`src/rtl/sync_fifo_param_pkg.sv`:
```
// -----------------------------------------------------------------------------
// sync_fifo_param_pkg
// Shared defaults and constants for the parametrised synchronous FIFO.
// Holds the default word width, pointer width and almost-full/almost-empty
// thresholds. Also holds the read-mode selector values and a depth helper.
// -----------------------------------------------------------------------------
package sync_fifo_param_pkg;

    localparam int DefDataW    = 8;
    localparam int DefAddrW    = 6;
    localparam int DefAfThresh = 60;
    localparam int DefAeThresh = 4;

    // Read-mode selector values for the FWFT parameter
    localparam int FwftOff = 0;
    localparam int FwftOn  = 1;

    // Number of storage entries for a given pointer width
    function automatic int fifoDepth(input int addrW);
        return 1 << addrW;
    endfunction

endpackage

```
`src/rtl/sync_fifo_param_mem.sv`:
```
// -----------------------------------------------------------------------------
// fifo_mem_2p
// Simple dual-port register array with no reset: one synchronous write port
// and one asynchronous read port. The FIFO control logic decides when writes
// happen and where reads point.
// Ports:
//   clk_i     clock, write on rising edge
//   we_i      write enable
//   wrAddr_i  write address
//   wrData_i  write data
//   rdAddr_i  read address (combinational read)
//   rdData_o  read data
// -----------------------------------------------------------------------------
module fifo_mem_2p
    import sync_fifo_param_pkg::*;
#(
    parameter int DATA_W = DefDataW,
    parameter int ADDR_W = DefAddrW
) (
    input  logic              clk_i,
    input  logic              we_i,
    input  logic [ADDR_W-1:0] wrAddr_i,
    input  logic [DATA_W-1:0] wrData_i,
    input  logic [ADDR_W-1:0] rdAddr_i,
    output logic [DATA_W-1:0] rdData_o
);

    localparam int DEPTH = fifoDepth(ADDR_W);

    logic [DATA_W-1:0] mem [DEPTH];

    // Storage contents are deliberately left unreset; valid data is
    // tracked entirely by the pointers and count in the parent.
    always_ff @(posedge clk_i) begin
        if (we_i) begin
            mem[wrAddr_i] <= wrData_i;
        end
    end

    assign rdData_o = mem[rdAddr_i];

endmodule

```
`src/rtl/sync_fifo_param.sv`:
```
// -----------------------------------------------------------------------------
// sync_fifo_param
// Parametrised single-clock FIFO with almost-full/almost-empty thresholds,
// an optional first-word-fall-through read mode, a synchronous flush, a
// read-valid strobe and sticky overflow/underflow flags.
// Ports:
//   clk, rst (async, active-high), clr (sync flush)
//   wr_en/wr_data      write request and data
//   rd_en              read request (pop of head word in FWFT mode)
//   rd_data/rd_valid   read data and its valid strobe
//   count              stored words, 0..DEPTH
//   full/empty/almost_full/almost_empty   decodes of count
//   overflow/underflow sticky rejected-write / rejected-read flags
// -----------------------------------------------------------------------------
module sync_fifo_param
    import sync_fifo_param_pkg::*;
#(
    parameter int DATA_W    = DefDataW,
    parameter int ADDR_W    = DefAddrW,
    parameter int AF_THRESH = DefAfThresh,
    parameter int AE_THRESH = DefAeThresh,
    parameter int FWFT      = FwftOff
) (
    input  logic              clk,
    input  logic              rst,
    input  logic              clr,
    input  logic              wr_en,
    input  logic [DATA_W-1:0] wr_data,
    input  logic              rd_en,
    output logic [DATA_W-1:0] rd_data,
    output logic              rd_valid,
    output logic [ADDR_W:0]   count,
    output logic              full,
    output logic              empty,
    output logic              almost_full,
    output logic              almost_empty,
    output logic              overflow,
    output logic              underflow
);

    localparam int CNT_W = ADDR_W + 1;
    localparam int DEPTH = fifoDepth(ADDR_W);

    logic [ADDR_W-1:0] wrPtr_q, wrPtr_d;
    logic [ADDR_W-1:0] rdPtr_q, rdPtr_d;
    logic [CNT_W-1:0]  count_q, count_d;
    logic              overflow_q, overflow_d;
    logic              underflow_q, underflow_d;
    logic              rdOk, wrOk;
    logic [DATA_W-1:0] memRdData;

    // Flags come only from the registered count, so they are glitch-free
    // with respect to this cycle's requests.
    assign empty        = (count_q == '0);
    assign full         = (count_q == CNT_W'(DEPTH));
    assign almost_full  = (count_q >= CNT_W'(AF_THRESH));
    assign almost_empty = (count_q <= CNT_W'(AE_THRESH));
    assign count        = count_q;
    assign overflow     = overflow_q;
    assign underflow    = underflow_q;

    // A write into a full FIFO is only allowed when a read frees a slot in
    // the same cycle; a read from an empty FIFO is never allowed, even if a
    // write arrives alongside it.
    assign rdOk = rd_en & ~empty;
    assign wrOk = wr_en & (~full | rdOk);

    fifo_mem_2p #(
        .DATA_W (DATA_W),
        .ADDR_W (ADDR_W)
    ) uMem (
        .clk_i    (clk),
        .we_i     (wrOk & ~clr),
        .wrAddr_i (wrPtr_q),
        .wrData_i (wr_data),
        .rdAddr_i (rdPtr_q),
        .rdData_o (memRdData)
    );

    // Pointer, count and sticky error next-state; flush overrides everything.
    always_comb begin
        wrPtr_d     = wrPtr_q;
        rdPtr_d     = rdPtr_q;
        count_d     = count_q;
        overflow_d  = overflow_q | (wr_en & ~wrOk);
        underflow_d = underflow_q | (rd_en & empty);
        if (clr) begin
            wrPtr_d     = '0;
            rdPtr_d     = '0;
            count_d     = '0;
            overflow_d  = 1'b0;
            underflow_d = 1'b0;
        end else begin
            if (wrOk) begin
                wrPtr_d = wrPtr_q + ADDR_W'(1);
            end
            if (rdOk) begin
                rdPtr_d = rdPtr_q + ADDR_W'(1);
            end
            case ({wrOk, rdOk})
                2'b10:   count_d = count_q + CNT_W'(1);
                2'b01:   count_d = count_q - CNT_W'(1);
                default: count_d = count_q;
            endcase
        end
    end

    always_ff @(posedge clk or posedge rst) begin
        if (rst) begin
            wrPtr_q     <= '0;
            rdPtr_q     <= '0;
            count_q     <= '0;
            overflow_q  <= 1'b0;
            underflow_q <= 1'b0;
        end else begin
            wrPtr_q     <= wrPtr_d;
            rdPtr_q     <= rdPtr_d;
            count_q     <= count_d;
            overflow_q  <= overflow_d;
            underflow_q <= underflow_d;
        end
    end

    if (FWFT == FwftOff) begin : gRegRead
        logic [DATA_W-1:0] rdData_q, rdData_d;
        logic              rdValid_q, rdValid_d;

        // Registered read: the popped word appears one cycle after rd_en.
        // The data holds across idle cycles and flushes.
        always_comb begin
            rdData_d  = rdData_q;
            rdValid_d = 1'b0;
            if (!clr && rdOk) begin
                rdData_d  = memRdData;
                rdValid_d = 1'b1;
            end
        end

        always_ff @(posedge clk or posedge rst) begin
            if (rst) begin
                rdData_q  <= '0;
                rdValid_q <= 1'b0;
            end else begin
                rdData_q  <= rdData_d;
                rdValid_q <= rdValid_d;
            end
        end

        assign rd_data  = rdData_q;
        assign rd_valid = rdValid_q;
    end else begin : gFwftRead
        // Head word is presented directly; rd_en only acknowledges it.
        assign rd_data  = memRdData;
        assign rd_valid = ~empty;
    end

endmodule

```
`config.mk`:
```
export PLATFORM = sky130hd
export DESIGN_NAME = sync_fifo_param
export DESIGN_NICKNAME = d
export VERILOG_FILES = /design/src/rtl/sync_fifo_param_pkg.sv /design/src/rtl/sync_fifo_param_mem.sv /design/src/rtl/sync_fifo_param.sv
export SDC_FILE = /design/constraint.sdc
export NUM_CORES = 1
export LEC_CHECK = 0
export ABC_AREA = 0
export CORE_MARGIN = 3
export CORE_UTILIZATION = 50
export CTS_CLUSTER_DIAMETER = 40
export DETAILED_ROUTE_END_ITERATION = 16
export GPL_ROUTABILITY_DRIVEN = 0
export HOLD_SLACK_MARGIN = 0.08
export PLACE_DENSITY = 0.69
export REMOVE_ABC_BUFFERS = 1
export SYNTH_ARGS = -nofsm -noshare
export SYNTH_HDL_FRONTEND = slang
export SYNTH_SLANG_ARGS = --single-unit
```
`constraint.sdc`:
```
create_clock -name clk -period 2.8 [get_ports clk]
set_input_delay 0.56 -clock clk [delete_from_list [all_inputs] [get_ports clk]]
set_output_delay 0.56 -clock clk [all_outputs]
set_load 0.02 [all_outputs]
```
==> metrics.csv, run 1 <==
metric,value,unit
share of cells above drive strength 1,23.8,%
CTS buffer count,61,
maxcap violations,0,
Die Height,214,um
status,finished clean,
Tcrit/Tclk final,98.6,%
drt drc,0,
worst hold margin,0.261,ns
Async SR Flop Fraction,5.54,%
VDD IR max,0.000521,V
post-synthesis sequential area ratio,74.5,%
PD cells,859,nW/um2
Worst Hold Class,in -> reg,
full die area,45800,um2
DR vias,11300,
initial antenna violation count,0,
Crit Path Category,reg -> reg,
CP arrival,3.28,ns
Netlist cell types,56,
setup tns final,0,ns
synth top area cells,"edfxtp_1 (71%), mux4_2 (9.2%), mux2i_1 (3.6%)",
# diodes,0,
"Hold-fix buffers, CTS",0,
1st-pass router iterations,5,
top-count cell post-synth,edfxtp_1,
Final Critical Period,2.76,ns
share of the synthesized area in the top cell type,71.0,%
I/O pins,35,
Core Region,42300,um2
main flop type after synthesis,edfxtp_1,
largest net degree at the start of global routing,65,
final wirelength,48100,um
Port Buffer Count,34,
"Hold Vio Cnt, Final",0,
commonest cells in the netlist,"edfxtp_1 (512), nor2_1 (90), mux4_2 (88), mux2i_1 (78), nand2_1 (51)",
CTS sink count,542,
FILL cells,3036,
Die Span X,214,um
H-tree levels,2,
First DRT Iteration DRCs,1159,
Total GRT Usage,21.2,%
post-synth top area cell,edfxtp_1,
DP Wirelength,30600,um
worst slew margin relative to its limit,37.8,%
drt wl/cell,25.3,um
worst skew pair latency,0.62,ns
Layout Nets,1292,
skew final,0.0235,ns
Max clock buf depth,3,
"Reg clk slew, reported paths",0.06,ns
RSZ-0062 raised after global routing,true,
Ys Warns,0,
Worst setup SP type,register,
CP max FO,4,
first-pass GRT wire length,73400,um
fmax,362,MHz
Root Buffer,clkbuf_16,
Post-Syn Instances,1141,
"antenna viol nets, final",0,
worst path required time,3.32,ns
gr ovfl total,0,
syn avg cell area,19.0,um2
Synth Cell Area,21600,um2
Layout area overhead,16.7,%
drt via density,5.93,
final setup vio count,0,
P_leak,8.22,nW
worst-margin pin slew,0.931,ns
"EDFF count, synth",512,
number of global-route vias before repair,11600,
Synth Register Bits,542,
Final Max Slew Viols,0,
Worst setup EP type,register,
Initial Utilization,51.1,%
Post-CTS Setup Inserts,0,
CTS tree,done,
row count,75,
final total power,21.7,mW
[layout make-up]
cell class                      count  area (um2)  share of cell area (%)
Multi-Input combinational cell    525        5090                    20.2
Tap cell                          577         722                    2.86
Timing Repair Buffer              128        1140                    4.50
Sequential cell                   542       16100                    63.9
Inverter                           13        48.8                   0.193
Clock inverter                     41         480                    1.90
Clock buffer                       73        1640                    6.51
[path summary, 6_finish.rpt]
kind | start | to | slack (ns) | cells past startpoint
setup / recovery | count[3] | count[6] | 0.04 | 11
hold reg to reg | underflow | underflow | 0.54 | 2
hold / removal | wr_data[4] | uMem.mem[51][4] | 0.26 | 1
min in group asynchronous | rst | underflow | 0.35 | 3
max in group asynchronous | rst | rdPtr_q[0] | 2.09 | 3
setup reg to reg | count[3] | count[6] | 0.04 | 11
[metrics by stage]
stage	setup slack (ns)	util, %	area, um2	cells
after floorplan	-3.70	-	21200	1080
after global placement	-0.162	54.6	23100	1785
after detailed placement	-0.190	54.6	23100	1785
after CTS	0.00473	59.6	25200	1899
after global routing	-0.0696	59.7	25300	1899
final	0.0391	59.7	25300	1899
[placed cells by master, fill, tap and decap left out, drive strengths merged, types with 3 or more instances in the layout]
cell,synthesis,final
edfxtp,512,512
buf,42,102
mux4,101,101
nor2,91,91
mux2i,78,78
clkbuf,18,74
nand2,51,51
dfrtp,30,30
a22oi,29,29
o22ai,28,28
inv,13,25
nor3,24,24
clkdlybuf4s50,0,23
nand3,21,21
clkinv,0,15
o21ai,14,14
a21oi,12,12
xor2,10,10
bufinv,0,7
clkinvlp,0,7
ha,7,7
nand3b,6,6
o31ai,6,6
o211ai,5,5
nand4,3,3
xnor2,3,3
and2,3,3
or3b,3,3
o21a,3,3
or3,3,3
a211oi,3,3
[sequential cells by signal, summed over array words and instances (netlist names)]
signal and cells:
wrPtr_q 6, underflow 1, rd_valid 1, uMem.mem 512, overflow 1, rdPtr_q 6
count 7, rd_data 8
[worst max-delay path: stages (launching register included)]
cell	delay (ns)
dfrtp_1	0.38
or3_4	0.41
o31ai_4	0.25
nor2_2	0.07
buf_4	0.16
ha_1	0.31
nand2b_1	0.10
a21oi_1	0.09
o21a_1	0.19
or2_2	0.30
mux2_2	0.27
a31oi_1	0.15
[metal layers]
layer	GRT usage, %	up-vias	routed length [um]	share of wire [%]
met3	5.44	95	3740	7.8
met5	0	-	0	0
li1	-	4879	-	-
met2	32.0	433	22300	46
met4	7.27	0	1470	3.1
met1	30.5	5854	20500	43
[logic make-up after synthesis]
family	share of synthesized area [%]
mux	14.4
simple gates	4.39
fa+ha+maj	0.497
compound gates	3.59
buf+inv	2.09
flops	74.5
xor+xnor	0.526
[power breakdown]
group | internal (mW) | switching [mW] | total, mW
registers | 9.01 | 0.223 | 9.23
clock network | 4.91 | 3.28 | 8.19
logic | 2.12 | 2.16 | 4.28
[timing repair]
item,in CTS,in global routing
pin swaps,0,1
endpoints found under the setup margin,4,3
gates cloned,0,0
resized for setup,6,4
Power figures use the tool's default switching activity.
==> run 2, diff against run 1 <==
- MAX_ROUTING_LAYER: unset -> met4
==> metrics.csv, run 2 (same netlist as run 1, synthesis figures left out) <==
metric,value,unit,change
status,finished clean,,
Final Critical Period,2.76,ns,-0.00357 ns
DP Wirelength,30600,um,unchanged
Crit Path Category,reg -> reg,,
CTS sink count,542,,unchanged
"antenna viol nets, final",0,,unchanged
worst skew pair latency,0.62,ns,about the same
Port Buffer Count,34,,unchanged
final setup vio count,0,,unchanged
skew final,0.0203,ns,-0.00318 ns
I/O pins,35,,unchanged
Worst setup EP type,register,,
First DRT Iteration DRCs,1166,,+0.60%
CP arrival,3.28,ns,about the same
worst-margin pin slew,0.923,ns,-0.00823 ns
CTS buffer count,61,,unchanged
worst slew margin relative to its limit,38.3,%,+0.45 points
1st-pass router iterations,5,,unchanged
Worst Hold Class,in -> reg,,
initial antenna violation count,0,,unchanged
drt via density,5.93,,about the same
area of placed instances,23100,um2,unchanged
"most common cell after layout, fill and taps aside",edfxtp_1,,
share of cells above drive strength 1,23.8,%,unchanged
Final Max Slew Viols,0,,unchanged
# diodes,0,,unchanged
setup ws final,0.0427,ns,+0.00357 ns
Max clock buf depth,3,,unchanged
drt wl/cell,25.3,um,-0.15%
RSZ-0062 raised after global routing,true,,
"Hold Vio Cnt, Final",0,,unchanged
setup tns final,0,ns,unchanged
Worst setup SP type,register,,
first-pass GRT wire length,73600,um,+0.29%
"Design Area, Final",25300,um2,unchanged
final wirelength,48000,um,-0.15%
Die Span X,214,um,unchanged
"commonest non-fill, non-tap cells in the layout","edfxtp_1 (512), nor2_1 (90), mux4_2 (88), buf_4 (83), mux2i_1 (78)",,
drt drc,0,,unchanged
VDD IR max,0.000519,V,-0.30%
worst hold margin,0.260,ns,-0.00104 ns
maxcap violations,0,,unchanged
Post-CTS Setup Inserts,0,,unchanged
Total GRT Usage,21.9,%,+0.71 points
gr ovfl total,0,,unchanged
Initial Utilization,51.1,%,unchanged
row count,75,,unchanged
Die Height,214,um,unchanged
fmax,363,MHz,+0.13%
worst path required time,3.32,ns,about the same
DR vias,11300,,-0.036%
Layout Nets,1292,,unchanged
largest net degree at the start of global routing,65,,unchanged
Setup WS pre-CTS,-0.190,ns,unchanged
Tcrit/Tclk final,98.5,%,-0.13 points
Root Buffer,clkbuf_16,,
Core Region,42300,um2,unchanged
Layout area overhead,16.7,%,unchanged
full die area,45800,um2,unchanged
CP max FO,4,,unchanged
Reg with most FFs,uMem.mem,,
"Reg clk slew, reported paths",0.06,ns,about the same
H-tree levels,2,,unchanged
number of flip-flops in the largest register,512,,unchanged
P_leak,8.22,nW,about the same
number of global-route vias before repair,11500,,-0.16%
PD cells,859,nW/um2,about the same
CTS tree,done,,
## run 2: worst paths after layout
check	end	start	slack (ns)	cells after the start
setup / recovery	count[6]	count[3]	0.04	11
hold / removal	uMem.mem[51][4]	wr_data[4]	0.26	1
setup reg to reg	count[6]	count[3]	0.04	11
hold reg to reg	underflow	underflow	0.54	2
max in group asynchronous	rdPtr_q[0]	rst	2.08	3
min in group asynchronous	underflow	rst	0.35	3
## run 2: per-stage QoR
step	util [%]	power (mW)	instances
after floorplan	-	11.6	1080
after global placement	54.6	13.6	1785
after detailed placement	54.6	13.7	1785
after CTS	59.6	21.8	1899
after global routing	59.7	22.5	1899
final	59.7	21.7	1899
## run 2: repair_timing
action	in CTS	in global routing
hold buffers	0	0
endpoints found under the setup margin	4	3
resized for setup	6	4
pin swaps	0	0
## run 2: report_power, final
group	switching [mW]	leakage (nW)	total (mW)	internal, mW
sequential	0.223	4.99	9.23	9.01
clock	3.29	1.02	8.19	4.91
combinational	2.16	2.20	4.27	2.11
total	5.67	8.22	21.7	16.0
## run 2: worst max-delay path: stages, from the launching register on
cell	delay [ns]
dfrtp_1	0.38
or3_4	0.41
o31ai_4	0.25
nor2_2	0.07
buf_4	0.16
ha_1	0.31
nand2b_1	0.10
a21oi_1	0.09
o21a_1	0.19
or2_2	0.30
mux2_2	0.27
a31oi_1	0.15
## run 2: routing by layer
metal,vias up,part of all wire (%),track usage [%]
li1,4873,-,-
met1,5825,42,30.8
met2,466,46,31.9
met3,93,8.4,5.41
met4,0,3.0,7.27
met5,-,0,-
## run 2: cell type report
class / instances / area, um2
Sequential cell: 542 / 16100
Inverter: 13 / 48.8
Clock inverter: 41 / 480
Tap cell: 577 / 722
Clock buffer: 73 / 1640
Fill cell: 3036 / 17100
Timing Repair Buffer: 128 / 1140
Multi-Input combinational cell: 525 / 5090
==> run 3, diff against run 2 <==
- CORE_MARGIN: 3 -> 5
- SETUP_SLACK_MARGIN: unset -> 0.2
- clock period: 2.8 -> 2.5 ns (I/O delays scaled with it)
==> metrics.csv, run 3 (same netlist as run 1, synthesis figures left out) <==
metric,value,unit,change
P_leak,8.69,nW,+5.7%
skew final,0.0292,ns,+0.00894 ns
"most common cell after layout, fill and taps aside",edfxtp_1,,
gr ovfl total,0,,unchanged
Total GRT Usage,21.3,%,-0.58 points
Final Critical Period,2.61,ns,-0.149 ns
Storage cell area,16100,um2,about the same
Port Buffer Count,34,,unchanged
r2r startpoint,count[5],,
initial antenna violation count,0,,unchanged
CP max FO,4,,unchanged
first-pass GRT wire length,73300,um,-0.48%
Worst setup SP type,register,,
CTS buffer count,66,,+8.2%
worst skew pair latency,0.58,ns,-0.04 ns
worst slew margin relative to its limit,32.0,%,-6.2 points
DP Cell Count,1804,,+1.1%
First DRT Iteration DRCs,1082,,-7.2%
"Reg clk slew, reported paths",0.06,ns,about the same
final std cells w/o fill,1966,,+3.5%
Die Height,218,um,+1.9%
fmax,383,MHz,+5.7%
Worst setup EP type,register,,
setup ws final,-0.109,ns,-0.151 ns
multi-input logic area,5900,um2,+16%
Final Max Slew Viols,0,,unchanged
final total power,25.8,mW,+19%
DP Wirelength,30600,um,about the same
VDD IR max,0.000647,V,+24%
Crit Path Category,reg -> reg,,
"commonest non-fill, non-tap cells in the layout","edfxtp_1 (512), buf_4 (102), mux4_2 (92), mux2i_1 (76), clkbuf_16 (71)",,
full die area,47500,um2,+3.8%
area of placed instances,23200,um2,+0.51%
Layout area overhead,23.9,%,
1st-pass router iterations,5,,unchanged
H-tree levels,3,,+1
"Core Util, Final",62.4,%,+2.7 points
RSZ-0062 raised after global routing,true,,
"Hold Vio Cnt, Final",0,,unchanged
"antenna viol nets, final",0,,unchanged
worst reg2reg path depth,11,,unchanged
Worst Hold Class,in -> async,,
# diodes,0,,unchanged
number of global-route vias before repair,11800,,+2.5%
Tcrit/Tclk final,104,%,+5.9 points
number of flip-flops in the largest register,512,,unchanged
CTS tree,done,,
drt wl/cell,25.3,um,+0.20%
"Hold-fix buffers, CTS",0,,unchanged
worst reg2reg endpoint,count[6],,
share of cells above drive strength 1,35.5,%,+12 points
row count,76,,+1.3%
largest net degree at the start of global routing,65,,unchanged
PD cells,960,nW/um2,+12%
drt drc,0,,unchanged
I/O pins,35,,unchanged
CTS sink count,542,,unchanged
Die Span X,218,um,+1.9%
Reg2Reg Setup Slack,-0.11,ns,-0.15 ns
worst path required time,3.00,ns,-0.32 ns
final wirelength,49800,um,+3.7%
Initial Utilization,50.4,%,-0.78 points
Reg with most FFs,uMem.mem,,
Max clock buf depth,3,,unchanged
setup tns final,-0.275,ns,-0.275 ns
worst hold margin,0.316,ns,+0.0562 ns
Setup WS pre-CTS,-0.472,ns,-0.282 ns
Core Region,43000,um2,+1.6%
CP arrival,3.10,ns,-0.18 ns
worst-margin pin slew,1.02,ns,+0.0939 ns
Root Buffer,clkbuf_16,,
status,"complete, but fails checks",,
DR vias,11600,,+3.0%
failing checks,negative setup slack,,
"Design Area, Final",26800,um2,+6.2%
Layout Nets,1352,,+4.6%
FILL cells,2914,,-4.0%
drt via density,5.90,,-0.55%
final setup vio count,3,,+3
maxcap violations,0,,unchanged
==> run 3: routing by layer <==
layer | track usage [%] | vias to the layer above | share of wire, %
li1 | - | 5006 | -
met4 | 6.80 | 0 | 2.5
met5 | - | - | 0
met2 | 33.3 | 452 | 49
met3 | 4.01 | 83 | 6.6
met1 | 28.9 | 6049 | 42
==> run 3: layout make-up <==
type                       instances  area share (%)
timing repair buffer             183            6.78
sequential                       542            60.2
tap                              585            2.73
multi-input combinational        525            22.0
clock inverter                    37            1.39
inverter                          13           0.182
clock buffer                      81            6.76
==> run 3: power by group <==
part / switching, mW / leakage (nW) / internal, mW
logic: 2.88 / 2.64 / 3.18
clock network: 3.59 / 1.05 / 5.81
registers: 0.206 / 4.99 / 10.1
==> run 3: worst max-delay path by stage <==
stage                from         end  slack, ns  cells past startpoint
4_1_cts          count[2]    count[6]      -0.12                     11
2_1_floorplan  rdPtr_q[0]  rd_data[0]      -4.00                      6
3_3_place_gp        rd_en    count[6]      -0.47                     11
5_1_grt          count[5]    count[5]      -0.21                     12
6_report         count[5]    count[6]      -0.11                     11
3_5_place_dp        rd_en    count[6]      -0.47                     11
==> run 3: what timing repair did <==
item / CTS / global route
gates cloned: 2 / 0
setup buffers: 13 / 29
gates resized for setup: 125 / 144
endpoints found under the hold margin: 0 / 0
setup endpoints to repair: 530 / 523
pin swaps: 17 / 38
==> run 3: worst max-delay path, stage by stage, from the launching register on <==
cell and delay (ns):
dfrtp_1 0.38, or3_4 0.41, o31ai_4 0.25, nor2_2 0.08, buf_6 0.14, ha_4 0.28, nand2b_4 0.06, a21oi_4 0.16
o21a_1 0.16, or2_4 0.13, mux2_2 0.32, a31oi_1 0.15
